$ cat src/rtl/seq_gen.sv
// seq_gen: bursts of a fixed 6-bit serial frame (MSB first), repeated
// repeat_cnt times with GAP idle cycles between frames.
//
// state  | meaning
// -------+--------------------------------------------------------------
// IDLE   | waiting for start with a non-zero repeat_cnt
// SEND   | shifting out PATTERN[bit_idx], bit_idx counting 5 down to 0
// GAP    | idle cycles between frames, gap_cnt counting down to 0
// DONE   | one-cycle completion pulse, then back to IDLE
//
// Every output is a flop computed from the next-state values, so the
// outputs always describe the state the FSM is in during that cycle.
module seq_gen #(
   parameter logic [5:0]  PATTERN = 6'b101101,
   parameter int unsigned GAP     = 2
) (
   input  logic       clk,
   input  logic       rst,
   input  logic       start,
   input  logic [3:0] repeat_cnt,
   input  logic       abort,
   output logic       data_out,
   output logic       data_valid,
   output logic       busy,
   output logic       done,
   output logic [3:0] frame_idx
);

   typedef enum logic [1:0] {
      S_IDLE = 2'd0,
      S_SEND = 2'd1,
      S_GAP  = 2'd2,
      S_DONE = 2'd3
   } state_t;

   // gap counter loads GAP-1 and runs to 0, giving exactly GAP cycles
   localparam logic [3:0] GAP_LAST = (GAP > 0) ? 4'(GAP - 1) : 4'd0;

   state_t     state_q, state_d;
   logic [2:0] bit_q, bit_d;
   logic [3:0] frame_q, frame_d;
   logic [3:0] cnt_q, cnt_d;
   logic [3:0] gap_q, gap_d;
   logic       data_out_q, data_out_d;
   logic       data_valid_q, data_valid_d;
   logic       busy_q, busy_d;
   logic       done_q, done_d;

   // next-state, counters and registered-output values
   always_comb begin
      state_d = state_q;
      bit_d   = bit_q;
      frame_d = frame_q;
      cnt_d   = cnt_q;
      gap_d   = gap_q;
      case (state_q)
         S_IDLE: begin
            if (start && !abort && (repeat_cnt != 4'd0)) begin
               state_d = S_SEND;
               bit_d   = 3'd5;
               frame_d = 4'd0;
               cnt_d   = repeat_cnt;
            end
         end
         S_SEND: begin
            if (abort) begin
               state_d = S_IDLE;
               bit_d   = 3'd5;
               frame_d = 4'd0;
            end else if (bit_q == 3'd0) begin
               bit_d = 3'd5;
               if (frame_q == cnt_q - 4'd1) begin
                  state_d = S_DONE;
                  frame_d = 4'd0;
               end else if (GAP != 0) begin
                  state_d = S_GAP;
                  gap_d   = GAP_LAST;
               end else begin
                  frame_d = frame_q + 4'd1;
               end
            end else begin
               bit_d = bit_q - 3'd1;
            end
         end
         S_GAP: begin
            if (abort) begin
               state_d = S_IDLE;
               bit_d   = 3'd5;
               frame_d = 4'd0;
            end else if (gap_q == 4'd0) begin
               state_d = S_SEND;
               bit_d   = 3'd5;
               frame_d = frame_q + 4'd1;
            end else begin
               gap_d = gap_q - 4'd1;
            end
         end
         S_DONE: begin
            state_d = S_IDLE;
            frame_d = 4'd0;
         end
         default: begin
            state_d = S_IDLE;
            bit_d   = 3'd5;
            frame_d = 4'd0;
         end
      endcase

      data_valid_d = (state_d == S_SEND);
      data_out_d   = data_valid_d & PATTERN[bit_d];
      busy_d       = (state_d == S_SEND) || (state_d == S_GAP);
      done_d       = (state_d == S_DONE);
   end

   // state and output registers with synchronous reset
   always_ff @(posedge clk) begin
      if (rst) begin
         state_q      <= S_IDLE;
         bit_q        <= 3'd5;
         frame_q      <= 4'd0;
         cnt_q        <= 4'd0;
         gap_q        <= 4'd0;
         data_out_q   <= 1'b0;
         data_valid_q <= 1'b0;
         busy_q       <= 1'b0;
         done_q       <= 1'b0;
      end else begin
         state_q      <= state_d;
         bit_q        <= bit_d;
         frame_q      <= frame_d;
         cnt_q        <= cnt_d;
         gap_q        <= gap_d;
         data_out_q   <= data_out_d;
         data_valid_q <= data_valid_d;
         busy_q       <= busy_d;
         done_q       <= done_d;
      end
   end

   assign data_out   = data_out_q;
   assign data_valid = data_valid_q;
   assign busy       = busy_q;
   assign done       = done_q;
   assign frame_idx  = frame_q;

endmodule

$ cat config.mk
export PLATFORM = sky130hd
export DESIGN_NAME = seq_gen
export DESIGN_NICKNAME = d
export VERILOG_FILES = /design/src/rtl/seq_gen.sv
export SDC_FILE = /design/constraint.sdc
export NUM_CORES = 1
export LEC_CHECK = 0
export ABC_AREA = 0
export ABC_CLOCK_PERIOD_IN_PS = 3700
export BUFFER_PORTS_ARGS = -buffer_cell sky130_fd_sc_hd__buf_2
export CELL_PAD_IN_SITES_DETAIL_PLACEMENT = 1
export CELL_PAD_IN_SITES_GLOBAL_PLACEMENT = 2
export CORE_UTILIZATION = 39
export CTS_BUF_LIST = sky130_fd_sc_hd__clkbuf_4 sky130_fd_sc_hd__clkbuf_8
export DETAILED_ROUTE_END_ITERATION = 7
export HOLD_SLACK_MARGIN = 0.1
export PLACE_DENSITY = 0.92
export SLEW_MARGIN = 20
export SYNTH_ARGS = -nofsm -noshare
export SYNTH_HDL_FRONTEND = slang
export SYNTH_SLANG_ARGS = --single-unit
$ cat constraint.sdc
create_clock -name clk -period 3.7 [get_ports clk]
set_input_delay 0.185 -clock clk [delete_from_list [all_inputs] [get_ports clk]]
set_output_delay 0.185 -clock clk [all_outputs]
set_load 0.01 [all_outputs]
-- After elaboration in Yosys (flattened, before gate mapping)
Memories as Yosys holds them, arrays and structs flattened.
Cells that the tools add are included.
- memory bits (read-only): 8
- output and inout bits: 8
- bits in registers: 21
- bits in latches: 0
- input bits: 8
- memory bits (writable): 0
- memories: 1
- bitwise logic cells: 1
- order comparisons: 1
- reductions and logical operators: 12
- shifts and indexed selects: 0
- multiplexer cells: 27
- equality and inequality tests: 16
- div/mod/pow operators: 0
- multipliers: 0
- $add $sub $neg: 4
- memory list (memory ; depth ; bits a word ; read ports ; clocked after memory_dff ; write ports ; RTL line ; text):
    (name not given) ; 8 ; 1 ; 1 ; 0 ; 0 ; 110 ; data_out_d = data_valid_d & PATTERN[bit_d];
- operators by type and width (kind ; count):
    4-bit two-way mux ; 11
    4-bit case mux with 4 select lines ; 1
    3-bit two-way mux ; 5
    2-bit inequality test (second input constant) ; 6
    2-bit two-way mux ; 5
    3-bit inequality test (second input constant) ; 3
    3-bit case mux with 3 select lines ; 1
    2-bit equality test (second input constant) ; 4
    2-bit case mux with 4 select lines ; 1
    4-bit case mux with 2 select lines ; 1
    4-bit by 1-bit subtractor with 4-bit output (second input constant) ; 2
    6-bit AND reduction ; 1
    4-bit by 1-bit adder with 4-bit output (second input constant) ; 1
    2-bit by 1-bit equality test with 1-bit output (second input constant) ; 2
    4-bit equality test ; 1
    4-bit logical NOT ; 1
    3-bit by 4-bit < comparator with 1-bit output (second input constant) ; 1
    4-bit AND reduction ; 1
    4-bit nonzero test ; 1
    3-bit logical NOT ; 1
    3-bit by 1-bit subtractor with 3-bit output (second input constant) ; 1
    1-bit logical AND ; 2
    2-bit logical NOT ; 1
    1-bit two-way mux ; 2
    other kinds (5) ; 5

-- Logic depth before layout (Yosys ltp)
- depth after elaboration: 8
- mapped depth: 11
- mapped depth without buffers: 11

-- Least setup slack after synthesis
No wires, ideal clock.
- path kind: reg2reg
- start point: register cnt_q[0]
- end point: register data_out_q, in the netlist data_out
- slack: 1794 ps
- library setup time: 74 ps
- cell stages (with the launch flop): 12
- data required time: 3626 ps
- period minus slack after synthesis: 1906 ps
- arrival: 1832 ps
- buffers on the path: 0
- cells stage by stage: dfxtp_1 -> inv_1 -> ha_1 -> xnor2_1 -> nor3_2 -> nand2_1 -> nand2_1 -> a21o_2 -> ha_1 -> nor2b_1 -> o21ai_1 -> a31oi_1
- word-level cells in the longest chain between the ends: 8
- ends and longest elaborated chain (element ; RTL line ; text):
    start, declared ; 42 ; logic [3:0] cnt_q, cnt_d;
    start signal, assigned ; 131 ; cnt_q <= cnt_d;
    4-bit by 1-bit subtractor with 4-bit output ; 72 ; if (frame_q == cnt_q - 4'd1) begin
    4-bit equality test ; 72 ;
    1-bit two-way mux ; 72 ;
    2-bit two-way mux ; 70 ; end else if (bit_q == 3'd0) begin
    2-bit two-way mux ; 66 ; if (abort) begin
    2-bit case mux with 4 select lines ; 56 ; case (state_q)
    named net state_d[0] ; 39 ; state_t state_q, state_d;
    2-bit by 1-bit equality test with 1-bit output ; 109 ; data_valid_d = (state_d == S_SEND);
    named net data_valid_d ; 45 ; logic data_valid_q, data_valid_d;
    1-bit bitwise AND ; 110 ;
    end signal, assigned ; 133 ; data_out_q <= data_out_d;
    end, declared ; 44 ; logic data_out_q, data_out_d;
The timed path passes the listed nets, and every way through them passes these cells.
A chain may end at the register's enable or synchronous reset.

-- Worst setup path in the final report
Same ends and word-level chain as after synthesis.

==> flow_metrics.env <==
export IMPL_violations="design-rule violations"
export IMPL_yosys_top_cells_count="dfxtp_1, nor2_1, nand2_1"
export IMPL_ys_seq_area_frac=0.3467
export IMPL_leakagePower_nw=0.5427
export IMPL_max_slew_margin_vs_limit=0.6328
export IMPL_synth_edff_count=0
export IMPL_postRouteAntennaNets=0
export IMPL_rsz0062_at_grt="no"
export IMPL_tritoncts_num_buffers=3
export IMPL_criticalPathCategory="register to register"
export IMPL_min_delay_path_depth=3
export IMPL_post_cts_setup_buffer_count=0
export IMPL_hold_buffers=0
export IMPL_seq_power_share=0.593
export IMPL_final_setup_skew_ps=0.9223
export IMPL_outcome="finished, violations left"
export IMPL_holdCritStartpoint="repeat_cnt[3]"
export IMPL_netlist_top_cells_area="dfxtp_1, ha_1, nor2_1"
export IMPL_syn_num_nets=149
export IMPL_min_path_type="input port to register"
export IMPL_critPathRequiredTime_ps=3940
export IMPL_setup_worst_path_start_class="register"
export IMPL_flop_and_latch_count_out_of_synthesis=21
export IMPL_timing_critical_path_fanout_max=4
export IMPL_r2r_slack_ps=1590
export IMPL_floorplan_initialDensity=0.4250
export IMPL_timing_reg2reg_worst_path_depth=11
export IMPL_synthesized_area_per_cell_um2=9.048
export IMPL_fmax_mhz=473.9
export IMPL_drt_first_pass_iters=6
export IMPL_portBuffers=15
export IMPL_num_io_pins=16
export IMPL_fin_crit_sh=0.5703
export IMPL_vias_per_cell=5.500
export IMPL_clk_transition_reported_paths_ps=120
export IMPL_power_density_nw_per_um2=298.4
export IMPL_ys_types=42
export IMPL_clockRootBuffer="clkbuf_4"
export IMPL_worstReg2RegStart="cnt_q[0]"
export IMPL_tns_ps=0
export IMPL_hold_end="cnt_q[3]"
export IMPL_first_global_vias=1000
export IMPL_die_h_um=57.76
export IMPL_synth_top_area_share=0.3467
export IMPL_timing_rr_end="data_out"
export IMPL_synthesis_yosys_warnings=0
export IMPL_critical_path_endpoint_type="register"
export IMPL_worst_slew_pin_slew_ps=546.3
export IMPL_die_area_um2=3336
export IMPL_finish_utilization=0.4675
export IMPL_clock_sinks=21
export IMPL_grt_antenna_before_repair=0
export IMPL_route_vias_total=990
export IMPL_yosysMostFrequentCell="dfxtp_1"
export IMPL_internal_pwr_total_mw=0.2939
export IMPL_grt_overall_usage=0.1813
export IMPL_power_frac_comb=0.125
export IMPL_core_region_area_um2=2853
export IMPL_dp_final_hpwl_um=2069
export IMPL_max_cap_viol_count=0
export IMPL_die_width_um=57.76
export IMPL_post_route_drc_count=1
export IMPL_fraction_of_final_layout_cells_sized_beyond_drive_strength_1=0.2148
export IMPL_syn_area_um2=1212
export IMPL_final_hold_viol_count=0
export IMPL_async_reset_ff_frac=0
export IMPL_global_placer_s_final_weighted_congestion=0.7355
export IMPL_detail_route_wirelength_um=2581
export IMPL_post_synth_inst_count=134
export IMPL_grt_max_degree=21
export IMPL_ctsHtreeMaxLevel=1
export IMPL_setup_viol=0
export IMPL_cells_resized_by_post_cts_repair=0
export IMPL_final_min_clock_period_ps=2110
export IMPL_final_max_slew_violation_count=0
export IMPL_clock_power_share=0.281
export IMPL_initialDrtViolationCount=37
export IMPL_overflow=0
export IMPL_cp_startpoint="cnt_q[0]"
export IMPL_syn2layout_area_growth_pct=10.01
export IMPL_routedWlPerCell_um=14.34
export IMPL_clock_buffer_depth=2
export IMPL_tritoncts="done"
export IMPL_clk_insertion_delay_late_ps=300
export IMPL_p_sw_mw=0.1040
export IMPL_dominant_cell_type_by_area_after_synthesis="dfxtp_1"
export IMPL_insertedDiodeCount=0
export IMPL_max_vdd_ir_drop_mv=0.1340
export IMPL_first_pass_grt_wire_length_um=4602
export IMPL_power_switching_fraction=0.2614
export IMPL_rows=19
export IMPL_synth_flop_cell="dfxtp_1"
export IMPL_nets=165
export IMPL_number_of_filler_cells_placed_in_the_layout=350
export IMPL_cp_arrival_ps=2350
[layout make-up]
type                            instances  area [um^2]  area share
Clock buffer                            3        22.52     0.01689
Clock inverter                          1        5.005    0.003752
Inverter                                9        33.78     0.02533
Multi-Input combinational cell        100        738.2      0.5535
Sequential cell                        21        420.4      0.3152
Tap cell                               31        38.79     0.02908
Timing Repair Buffer                   15        75.07     0.05629
[power groups by stage]
stage / clock network, mW / registers [mW] / logic [mW]
floorplan: 0 / 0.240 / 0.0365
global placement: 0 / 0.241 / 0.0476
detailed placement: 0 / 0.241 / 0.0503
CTS: 0.118 / 0.236 / 0.0505
global route: 0.129 / 0.237 / 0.0556
finish: 0.112 / 0.236 / 0.0498
[cells by family after synthesis]
| family | Yosys count | share of synthesized area |
|---|---|---|
| AND/OR/NAND/NOR | 54 | 0.2817 |
| AO/OA/AOI/OAI | 27 | 0.1507 |
| flip-flops | 21 | 0.3467 |
| buffers and inverters | 13 | 0.04437 |
| XOR/XNOR | 7 | 0.06295 |
| adder cells (fa/ha/maj) | 7 | 0.07224 |
| multiplexers | 5 | 0.04128 |
[critical path, cell delays in order (launching register included)]
cell and delay, ps:
dfxtp_1 400, inv_1 60, ha_1 310, xnor2_1 150, nor3_2 300, nand2_1 120, nand2_1 90, a21o_2 130
ha_1 130, nor2b_1 150, o21ai_1 80, a31oi_1 130
[sequential cells by signal, summed over array words and instances, names as in the netlist]
register / cells
busy: 1
cnt_q: 4
done: 1
gap_q: 4
frame_idx: 4
state_q: 2
data_valid: 1
data_out: 1
bit_q: 3
[per-layer routing]
metal	global-route usage	part of all wire	routed length [um]	vias to the layer above
met4	0.06122	0.0070	18	0
met1	0.2151	0.44	1136	479
met2	0.3339	0.54	1381	11
met3	0.02679	0.017	44	2
met5	0	0	0	-
li1	-	-	-	498
[how the worst max path moves through the flow]
stage / endpoint / slack [ps]
2_1_floorplan: data_out / 1790
3_3_place_gp: busy / 1670
3_5_place_dp: data_out / 1600
4_1_cts: data_out / 1550
5_1_grt: data_out / 1370
6_report: data_out / 1590
[layout by cell type (no fill, tap or decap), types with 2 or more instances in the layout]
master	instances
a211oi_1	2
a21oi_1	6
a21oi_2	2
buf_2	15
clkbuf_4	3
dfxtp_1	21
ha_1	7
inv_1	8
mux2i_1	5
nand2_1	9
nand2b_1	2
nand3_1	2
nor2_1	14
nor2b_1	5
nor3_1	2
nor3b_1	2
nor3b_2	3
nor4b_1	3
o211ai_2	2
o21ai_0	3
o21ai_1	6
or2_1	3
xnor2_1	4
xor2_1	2
[stage by stage]
step | setup WS (ps) | hold slack, ps | power (mW) | std cells | instance area [um^2]
CTS | 1555 | 134.0 | 0.4045 | 180 | 1334
global route | 1374 | 149.2 | 0.4223 | 180 | 1334
finish | 1590 | 141.2 | 0.3979 | 180 | 1334
global placement | 1666 | 452.7 | 0.2885 | 176 | 1306
detailed placement | 1596 | 460.3 | 0.2917 | 176 | 1306
floorplan | 1794 | 266.9 | 0.2763 | 134 | 1212
Power figures use the tool's default switching activity.
